### src/rtl/rv32i_pkg.sv
// rv32i_pkg: definitions shared between the fetch, queue and decode stages.
//   XLEN          - data/address width
//   NOP_INSTR     - canonical bubble, addi x0,x0,0
//   fetch_entry_t - one queued fetch result {pc, pc_plus_4, instruction}
package rv32i_pkg;

  localparam int XLEN = 32;

  localparam logic [31:0] NOP_INSTR = 32'h0000_0013;

  typedef struct packed {
    logic [XLEN-1:0] pc;
    logic [XLEN-1:0] pc_plus_4;
    logic [31:0]     instruction;
  } fetch_entry_t;

endpackage

### src/rtl/fetch_queue_storage.sv
// fetch_queue_storage: circular register array holding queued fetch entries.
// Owns the write and read pointers; the caller decides when push/pop fire.
// Ports:
//   clock      - rising-edge clock
//   sync_reset - synchronous active-low reset (pointers to 0)
//   clear      - synchronous flush (pointers to 0), same effect as reset
//   push       - write wr_entry at the write pointer, advance it
//   pop        - advance the read pointer
//   wr_entry   - entry to store
//   rd_entry   - entry at the read pointer (asynchronous array read)
module fetch_queue_storage
  import rv32i_pkg::*;
#(
  parameter int DEPTH = 4
) (
  input  logic         clock,
  input  logic         sync_reset,
  input  logic         clear,
  input  logic         push,
  input  logic         pop,
  input  fetch_entry_t wr_entry,
  output fetch_entry_t rd_entry
);

  localparam int PTR_W = $clog2(DEPTH);

  fetch_entry_t     mem [DEPTH];
  logic [PTR_W-1:0] wr_ptr_reg;
  logic [PTR_W-1:0] rd_ptr_reg;

  // Contents are never cleared; the top level derives validity from its
  // occupancy count, so stale data behind the read pointer is harmless.
  always_ff @(posedge clock) begin
    if (push) begin
      mem[wr_ptr_reg] <= wr_entry;
    end
  end

  // DEPTH is a power of two, so the natural pointer overflow is the wrap.
  always_ff @(posedge clock) begin
    if (!sync_reset || clear) begin
      wr_ptr_reg <= '0;
      rd_ptr_reg <= '0;
    end else begin
      if (push) wr_ptr_reg <= wr_ptr_reg + PTR_W'(1);
      if (pop)  rd_ptr_reg <= rd_ptr_reg + PTR_W'(1);
    end
  end

  assign rd_entry = mem[rd_ptr_reg];

endmodule

### src/rtl/fetch_decode_queue.sv
// fetch_decode_queue: instruction queue between fetch and decode.
// Buffers {PC, PC+4, instruction} with valid/ready handshakes on both sides,
// is emptied by an execute redirect (flush_E), and presents a NOP bubble to
// decode whenever nothing is available.
// Ports:
//   clock, sync_reset (synchronous, active-low)
//   valid_F, PC_F, PC_plus_4_F, instruction_F - entry offered by fetch
//   ready_F     - queue can accept (fetch enable); independent of ready_D
//   flush_E     - discard every entry, drop same-cycle enqueue/dequeue
//   valid_D, PC_D, PC_plus_4_D, instruction_D - head entry for decode
//   ready_D     - decode consumes the head
//   occupancy_D - number of stored entries
// Build option: define FETCH_QUEUE_BYPASS_EN to pass an offered entry
// straight to decode when the queue is empty (zero-latency path).
module fetch_decode_queue
  import rv32i_pkg::*;
#(
  parameter int DEPTH = 4
) (
  input  logic                       clock,
  input  logic                       sync_reset,
  input  logic                       valid_F,
  input  logic [XLEN-1:0]            PC_F,
  input  logic [XLEN-1:0]            PC_plus_4_F,
  input  logic [31:0]                instruction_F,
  output logic                       ready_F,
  input  logic                       flush_E,
  output logic                       valid_D,
  input  logic                       ready_D,
  output logic [XLEN-1:0]            PC_D,
  output logic [XLEN-1:0]            PC_plus_4_D,
  output logic [31:0]                instruction_D,
  output logic [$clog2(DEPTH+1)-1:0] occupancy_D
);

  localparam int OCC_W = $clog2(DEPTH+1);

  logic [OCC_W-1:0] occupancy_reg;
  logic [OCC_W-1:0] occupancy_next;
  logic             stored_valid;
  logic             enq_fire;
  logic             deq_fire;
  logic             push;
  logic             pop;
  logic             bypass_hit;
  fetch_entry_t     wr_entry;
  fetch_entry_t     rd_entry;

  assign stored_valid = (occupancy_reg != '0);
  assign ready_F      = sync_reset && (occupancy_reg != OCC_W'(DEPTH));
  assign enq_fire     = valid_F && ready_F && !flush_E;
  assign deq_fire     = valid_D && ready_D && !flush_E;
  assign wr_entry     = '{pc: PC_F, pc_plus_4: PC_plus_4_F, instruction: instruction_F};

`ifdef FETCH_QUEUE_BYPASS_EN
  // Empty queue with a live offer: decode sees the fetch entry directly.
  // If decode takes it this cycle it is never written.
  assign bypass_hit = sync_reset && !stored_valid && valid_F && !flush_E;
  assign push       = enq_fire && !(bypass_hit && ready_D);
`else
  assign bypass_hit = 1'b0;
  assign push       = enq_fire;
`endif
  // A bypassed consume must not move the read pointer.
  assign pop = deq_fire && stored_valid;

  always_comb begin
    occupancy_next = occupancy_reg;
    case ({push, pop})
      2'b10:   occupancy_next = occupancy_reg + OCC_W'(1);
      2'b01:   occupancy_next = occupancy_reg - OCC_W'(1);
      default: occupancy_next = occupancy_reg;
    endcase
  end

  always_ff @(posedge clock) begin
    if (!sync_reset || flush_E) begin
      occupancy_reg <= '0;
    end else begin
      occupancy_reg <= occupancy_next;
    end
  end

  fetch_queue_storage #(
    .DEPTH (DEPTH)
  ) u_storage (
    .clock      (clock),
    .sync_reset (sync_reset),
    .clear      (flush_E),
    .push       (push),
    .pop        (pop),
    .wr_entry   (wr_entry),
    .rd_entry   (rd_entry)
  );

  // Stored head wins; otherwise bypassed entry; otherwise a NOP bubble.
  always_comb begin
    valid_D       = 1'b0;
    PC_D          = '0;
    PC_plus_4_D   = '0;
    instruction_D = NOP_INSTR;
    if (stored_valid) begin
      valid_D       = 1'b1;
      PC_D          = rd_entry.pc;
      PC_plus_4_D   = rd_entry.pc_plus_4;
      instruction_D = rd_entry.instruction;
    end else if (bypass_hit) begin
      valid_D       = 1'b1;
      PC_D          = PC_F;
      PC_plus_4_D   = PC_plus_4_F;
      instruction_D = instruction_F;
    end
  end

  assign occupancy_D = occupancy_reg;

endmodule
### config.mk
export PLATFORM = sky130hd
export DESIGN_NAME = fetch_decode_queue
export DESIGN_NICKNAME = d
export VERILOG_FILES = /design/src/rtl/rv32i_pkg.sv /design/src/rtl/fetch_queue_storage.sv /design/src/rtl/fetch_decode_queue.sv
export SDC_FILE = /design/constraint.sdc
export NUM_CORES = 1
export LEC_CHECK = 0
export CORE_MARGIN = 3
export CORE_UTILIZATION = 45
export CTS_BUF_LIST = sky130_fd_sc_hd__clkbuf_4 sky130_fd_sc_hd__clkbuf_8 sky130_fd_sc_hd__clkbuf_16
export CTS_CLUSTER_SIZE = 14
export DETAILED_ROUTE_END_ITERATION = 10
export PLACE_DENSITY_LB_ADDON = 0.15
export SETUP_SLACK_MARGIN = 0.5
export SLEW_MARGIN = 30
export SYNTH_ARGS = -nofsm -noshare
export SYNTH_HDL_FRONTEND = slang
export SYNTH_SLANG_ARGS = --single-unit
### constraint.sdc
create_clock -name clock -period 4 [get_ports clock]
set_input_delay 0.8 -clock clock [delete_from_list [all_inputs] [get_ports clock]]
set_output_delay 0.8 -clock clock [all_outputs]
set_load 0.1 [all_outputs]
Word-level counts from Yosys, hierarchy flattened
Memories as Yosys holds them, arrays and structs flattened. A register that Yosys moved wholly into a read port is not among the register bits.
Index checks and enable logic that the tools add are counted.
{"block": "op_classes", "muxes": 9, "eq_ne": 3, "addsub": 4, "reduce_logical": 11}
{"operator": "$mux 32", "count": 3}
{"operator": "$logic_and 1x1->1", "count": 6}
{"operator": "$pmux 3 s2", "count": 1}
{"operator": "$add 2x1->2 const B", "count": 2}
{"operator": "$mux 2", "count": 2}
{"operator": "$add 3x1->3 const B", "count": 1}
{"operator": "$mux 1", "count": 3}
{"operator": "$ne 3x3->1 const B", "count": 1}
{"operator": "$reduce_bool 3->1", "count": 1}
{"operator": "$sub 3x1->3 const B", "count": 1}
{"operator": "$eq 2x1->1 const B", "count": 1}
{"operator": "$eq 2x2->1 const B", "count": 1}
{"operator": "$logic_not 1->1", "count": 2}
{"operator": "$reduce_bool 2->1", "count": 1}
{"operator": "$logic_or 1x1->1", "count": 1}
{"block": "word_totals", "word_cells": 31, "n_memories": 1, "reg_bits": 7, "mem_bits_rw": 384, "output_inout_bits": 101, "inputBits": 101}
{"memory": "u_storage.mem", "depth": 4, "width": 96, "rd": 1, "rd_ports_with_merged_regs": 1, "write_ports": 1, "line": "fetch_queue_storage.sv:27", "rtl": "fetch_entry_t mem [DEPTH];"}

Depth between registers and ports, before layout
{"block": "logic_depth", "word_depth": 7, "ltp_mapped": 10, "mapped_depth_nobuf": 9}

By module
A second synthesis with hierarchy kept.
{"block": "hier_totals", "hier_cells": 661, "area_unflattened_um2": 15058.2}
{"mod": "fetch_queue_storage", "instances": 1, "area_each_um2": 14132.3, "seq_area_each_um2": 11651.2, "cells_each": 529}
{"mod": "fetch_decode_queue", "instances": 1, "area_each_um2": 925.9, "seq_area_each_um2": 60.1, "cells_each": 132}

Worst setup path after synthesis
No wires, ideal clock.
{"block": "synth_path", "kind": "register -> register", "from": "reg occupancy_reg[0] (netlist: occupancy_D[0])", "to": "mem u_storage.mem[1][0] in the netlist's numbering, enable pin", "n_path_buf": 0, "t_arrival_ns": 3.847, "path_slack_ns": -0.313, "required_time_ns": 3.534, "setup_time_ns": 0.466, "path_stages_with_launch": 4, "period_less_slack_ns": 4.313, "cell_sequence": "dfxtp_1 -> nor3b_1 -> nor3_1 -> and2_1"}
{"block": "synth_via", "elab_chain_cells": 6}
{"element": "start: declaration", "line": "fetch_decode_queue.sv:38", "rtl": "logic [OCC_W-1:0] occupancy_reg;"}
{"element": "start signal: assignment", "line": "fetch_decode_queue.sv:80", "rtl": "occupancy_reg <= occupancy_next;"}
{"element": "$ne 3x3->1", "line": "fetch_decode_queue.sv:50", "rtl": "assign ready_F = sync_reset && (occupancy_reg != OCC_W'(DEPTH));"}
{"element": "$logic_and 1x1->1", "line": "fetch_decode_queue.sv:50"}
{"element": "$logic_and 1x1->1 (2 in series)", "line": "fetch_decode_queue.sv:51", "rtl": "assign enq_fire = valid_F && ready_F && !flush_E;"}
{"element": "$mux 1", "line": "fetch_queue_storage.sv:34", "rtl": "if (push) begin"}
{"element": "$mux 1 (not written as such)", "line": "fetch_queue_storage.sv:35", "rtl": "mem[wr_ptr_reg] <= wr_entry;"}
{"element": "end: declaration", "line": "fetch_queue_storage.sv:27"}
No other way between the ends.

==> metrics.log <==
[metrics] result of the run: completed
[metrics] max reg flops: 384
[metrics] simple-gate share of the synthesized area: 4.76%
[metrics] sequential-to-total area share from yosys stat: 78.2%
[metrics] Mean Syn Cell Area: 22.5 um2
[metrics] required time of the worst setup path: 3200 ps
[metrics] number of nets still failing antenna checks after routing: 0
[metrics] TritonCTS Buffers: 40
[metrics] Post-Synth XOR/XNOR Area: 0.176%
[metrics] width of the die: 188 um
[metrics] number of endpoints with negative hold slack in the final report: 0
[metrics] DPL Wire Length: 18,200 um
[metrics] crit share post-route: 82.8%
[metrics] total cell area at the placement stage: 0.0174 mm2
[metrics] number of sinks handled by clock tree synthesis: 393
[metrics] leading cell type in the layout, fill and taps excluded: edfxtp_1
[metrics] worst path buffer plus inverter count: 2
[metrics] Worst path max stage delay: 610 ps
[metrics] initial antenna violation count: 3
[metrics] leakage power total: 6.11 nW
[metrics] CTS Hold Buffers Added: 0
[metrics] slew at the pin closest to its max-slew limit: 989 ps
[metrics] max-cap viol count: 0
[metrics] post-DR wirelength/cell: 21.8 um
[metrics] pwr dens: 460 mW/mm2
[metrics] cell at the slowest stage of the critical path: dfxtp_4
[metrics] effective utilization at floorplan: 45.8%
[metrics] layout-stage area growth over the synthesis result: 24.8%
[metrics] portion of total power attributed to the clock network: 41.9%
[metrics] area share of the largest cell type after synthesis: 77.0%
[metrics] wire length of the first global-routing pass: 45,900 um
[metrics] port bufs: 201
[metrics] overall via count from detail_route: 7,145
[metrics] count of cell types in the netlist: 25
[metrics] largest net degree at the start of global routing: 50
[metrics] Resize count post-CTS: 0
[metrics] via density per instance: 5.24
[metrics] number of top-level pins: 202
[metrics] worst-skew pair later-pin latency: 520 ps
[metrics] Max Clock Skew: 25.6 ps
[metrics] floorplan die area: 0.0355 mm2
[metrics] worst reg2reg path startpoint: occupancy_D[2]
[metrics] clock transition at the registers of the reported paths: 60 ps
[metrics] final setup fails: 0
[metrics] finished layout cell area: 0.0187 mm2
[metrics] remaining design rule violation count: 0
[metrics] unrepaired setup endpoints after global routing: false
[metrics] worst slew slack as a fraction of its limit: 33.9%
[metrics] CTS root buffer: clkbuf_16
[metrics] crit-path cells: buf_4 > mux4_2 > and2_1 > buf_4
[metrics] level count of the clock H-tree: 2
[metrics] violation count after the first detailed-routing iteration: 558
[metrics] worst min-delay path category: flop to flop
[metrics] proportion of power drawn by flip-flops and latches: 53.2%
[metrics] row count: 66
[metrics] kind of critical path: flop to primary output
[metrics] hold wc startpoint: u_storage.rd_ptr_reg[1]
[metrics] remaining global-route overflow: 0
[metrics] worst-path maximum fanout: 32
[metrics] cell family with the largest share of critical-path delay: buffers and inverters
[metrics] Synth Area in Compound Gates: 0.351%
[metrics] crit end category: primary output
[metrics] post-layout minimum cycle time: 3310 ps
[metrics] cell taking the most area after synthesis: edfxtp_1
[metrics] all-layer global routing usage: 16.9%
[metrics] nets in the synthesized netlist: 772
[metrics] synth top area cells: edfxtp_1 (77%), mux4_2 (14%), and2_1 (4.1%)
[metrics] Crit path arrival time: 2510 ps
[metrics] mux contribution to synthesized area: 14.4%
[metrics] peak clock frequency supported by timing: 302 MHz
[metrics] switch share: 19.9%
[metrics] IR drop worst, VDD: 236 uV
[metrics] area of the mapped netlist: 0.0150 mm2
[metrics] total internal power: 6.88 mW
[metrics] router iterations before antenna repair: 5
[metrics] Pins Over Slew Limit: 0
[metrics] vias in the first global route: 7,839
[metrics] most flop-heavy register: u_storage.mem
[metrics] dominant combinational cell family by area after synthesis: multiplexers
[metrics] most common cell type on the critical path: buf_4
[metrics] total routed wirelength: 29,700 um
[metrics] Longest Clk Path Bufs: 3
[metrics] Final GP Congestion: 0.773
[metrics] postcts setup bufs: 1
[metrics] flip-flop and latch count after synthesis: 393
[metrics] synthesized instance count: 665
[metrics] clock tree from TritonCTS: done
[metrics] floorplan core area: 0.0327 mm2
[metrics] Total Neg Setup Slack: 0 ps
[metrics] Worst setup SP type: flop
[metrics] Sw Pwr: 1.71 mW
[metrics] Gate power share: 4.9%
[metrics] share of final-layout standard cells stronger than drive strength 1: 30.5%
[metrics] Warnings, synthesis: 0
[metrics] layout filler cell count: 2,500
[metrics] commonest cells after routing, fill and taps aside: edfxtp_1 (384), clkdlybuf4s50_1 (103), buf_4 (101)
[metrics] total number of nets in the final design: 997
[metrics] die height: 188 um
[metrics] fraction of the mapped netlist area in adder cells: 0.552%
## final timing paths
path                     to  slack (ps)  depth (start not counted)
max          PC_plus_4_D[7]         690                          4
min                    flop         490                          2
max reg2reg  occupancy_D[2]        1370                          9
min reg2reg            flop         490                          2
## layer usage
layer	part of all wire, %	GRT usage [%]	vias up	wire length (um)
met5	0.14	0	-	41
met4	1.6	3.98	6	480
met3	5.6	3.68	39	1670
met2	49	27.6	230	14600
met1	44	23.7	3717	12900
li1	-	-	3153	-
## cells in the mapped netlist (all sizes together)
cell type	instances
nor3	2
o21ai	4
edfxtp	384
or2	3
mux4	96
dfxtp	9
nand2	1
nor2b	1
clkbuf	16
nor3b	1
xor2	3
buf	17
nand2b	1
fa	1
or3	3
ha	5
a21oi	5
and2	97
o31ai	1
nand3b	1
inv	8
nor2	6
## worst register-to-register path: stages (launching register included)
cell and delay (ps):
dfxtp_1 430, nor3b_1 550, nor3_1 220, inv_1 110, ha_1 180, inv_1 60, fa_1 390, xor2_1 160
or3_1 310, a21oi_1 160
## power by group through the flow
stage          Clock [mW]  Sequential (mW)  Combinational (mW)
2_1_floorplan           0             4.66               0.214
3_3_place_gp            0             4.65               0.413
3_5_place_dp            0             4.66               0.423
4_1_cts              3.68             4.57               0.425
5_1_grt              3.85             4.57               0.444
6_report             3.59             4.57               0.420
## stage by stage
step                      util [%]  power [mW]  setup slack (ps)  std cells  hold slack (ps)
after floorplan                  -        4.87               537        665              459
after detailed placement      53.1        5.08               666       1289              471
final                         57.1        8.58               688       1364              485
after CTS                     57.1        8.67               614       1363              486
after global routing          57.1        8.87               535       1363              505
after global placement        53.1        5.07               761       1289              479
## cell families (layout without fill, tap and decap cells)
logic type                 Yosys count  count (layout)
AOI/OAI and AO/OA                   10              10
xor gates and xnor gates             3               3
adders and majority gates            6               6
buffers and inverters               41             297
DFF                                393             393
muxes                               96              96
other                                0               1
and+or+nand+nor                    116             116
## layout make-up
type                            instances  area (um2)  area share [%]
Antenna cell                            1        2.50          0.0134
Clock buffer                           49        1100            5.91
Clock inverter                         24         198            1.06
Inverter                                8        30.0           0.161
Multi-Input combinational cell        231        3050            16.3
Sequential cell                       393       11700            62.7
Tap cell                              442         553            2.96
Timing Repair Buffer                  216        2020            10.8
Note: power is estimated with default switching activity, not from simulation.
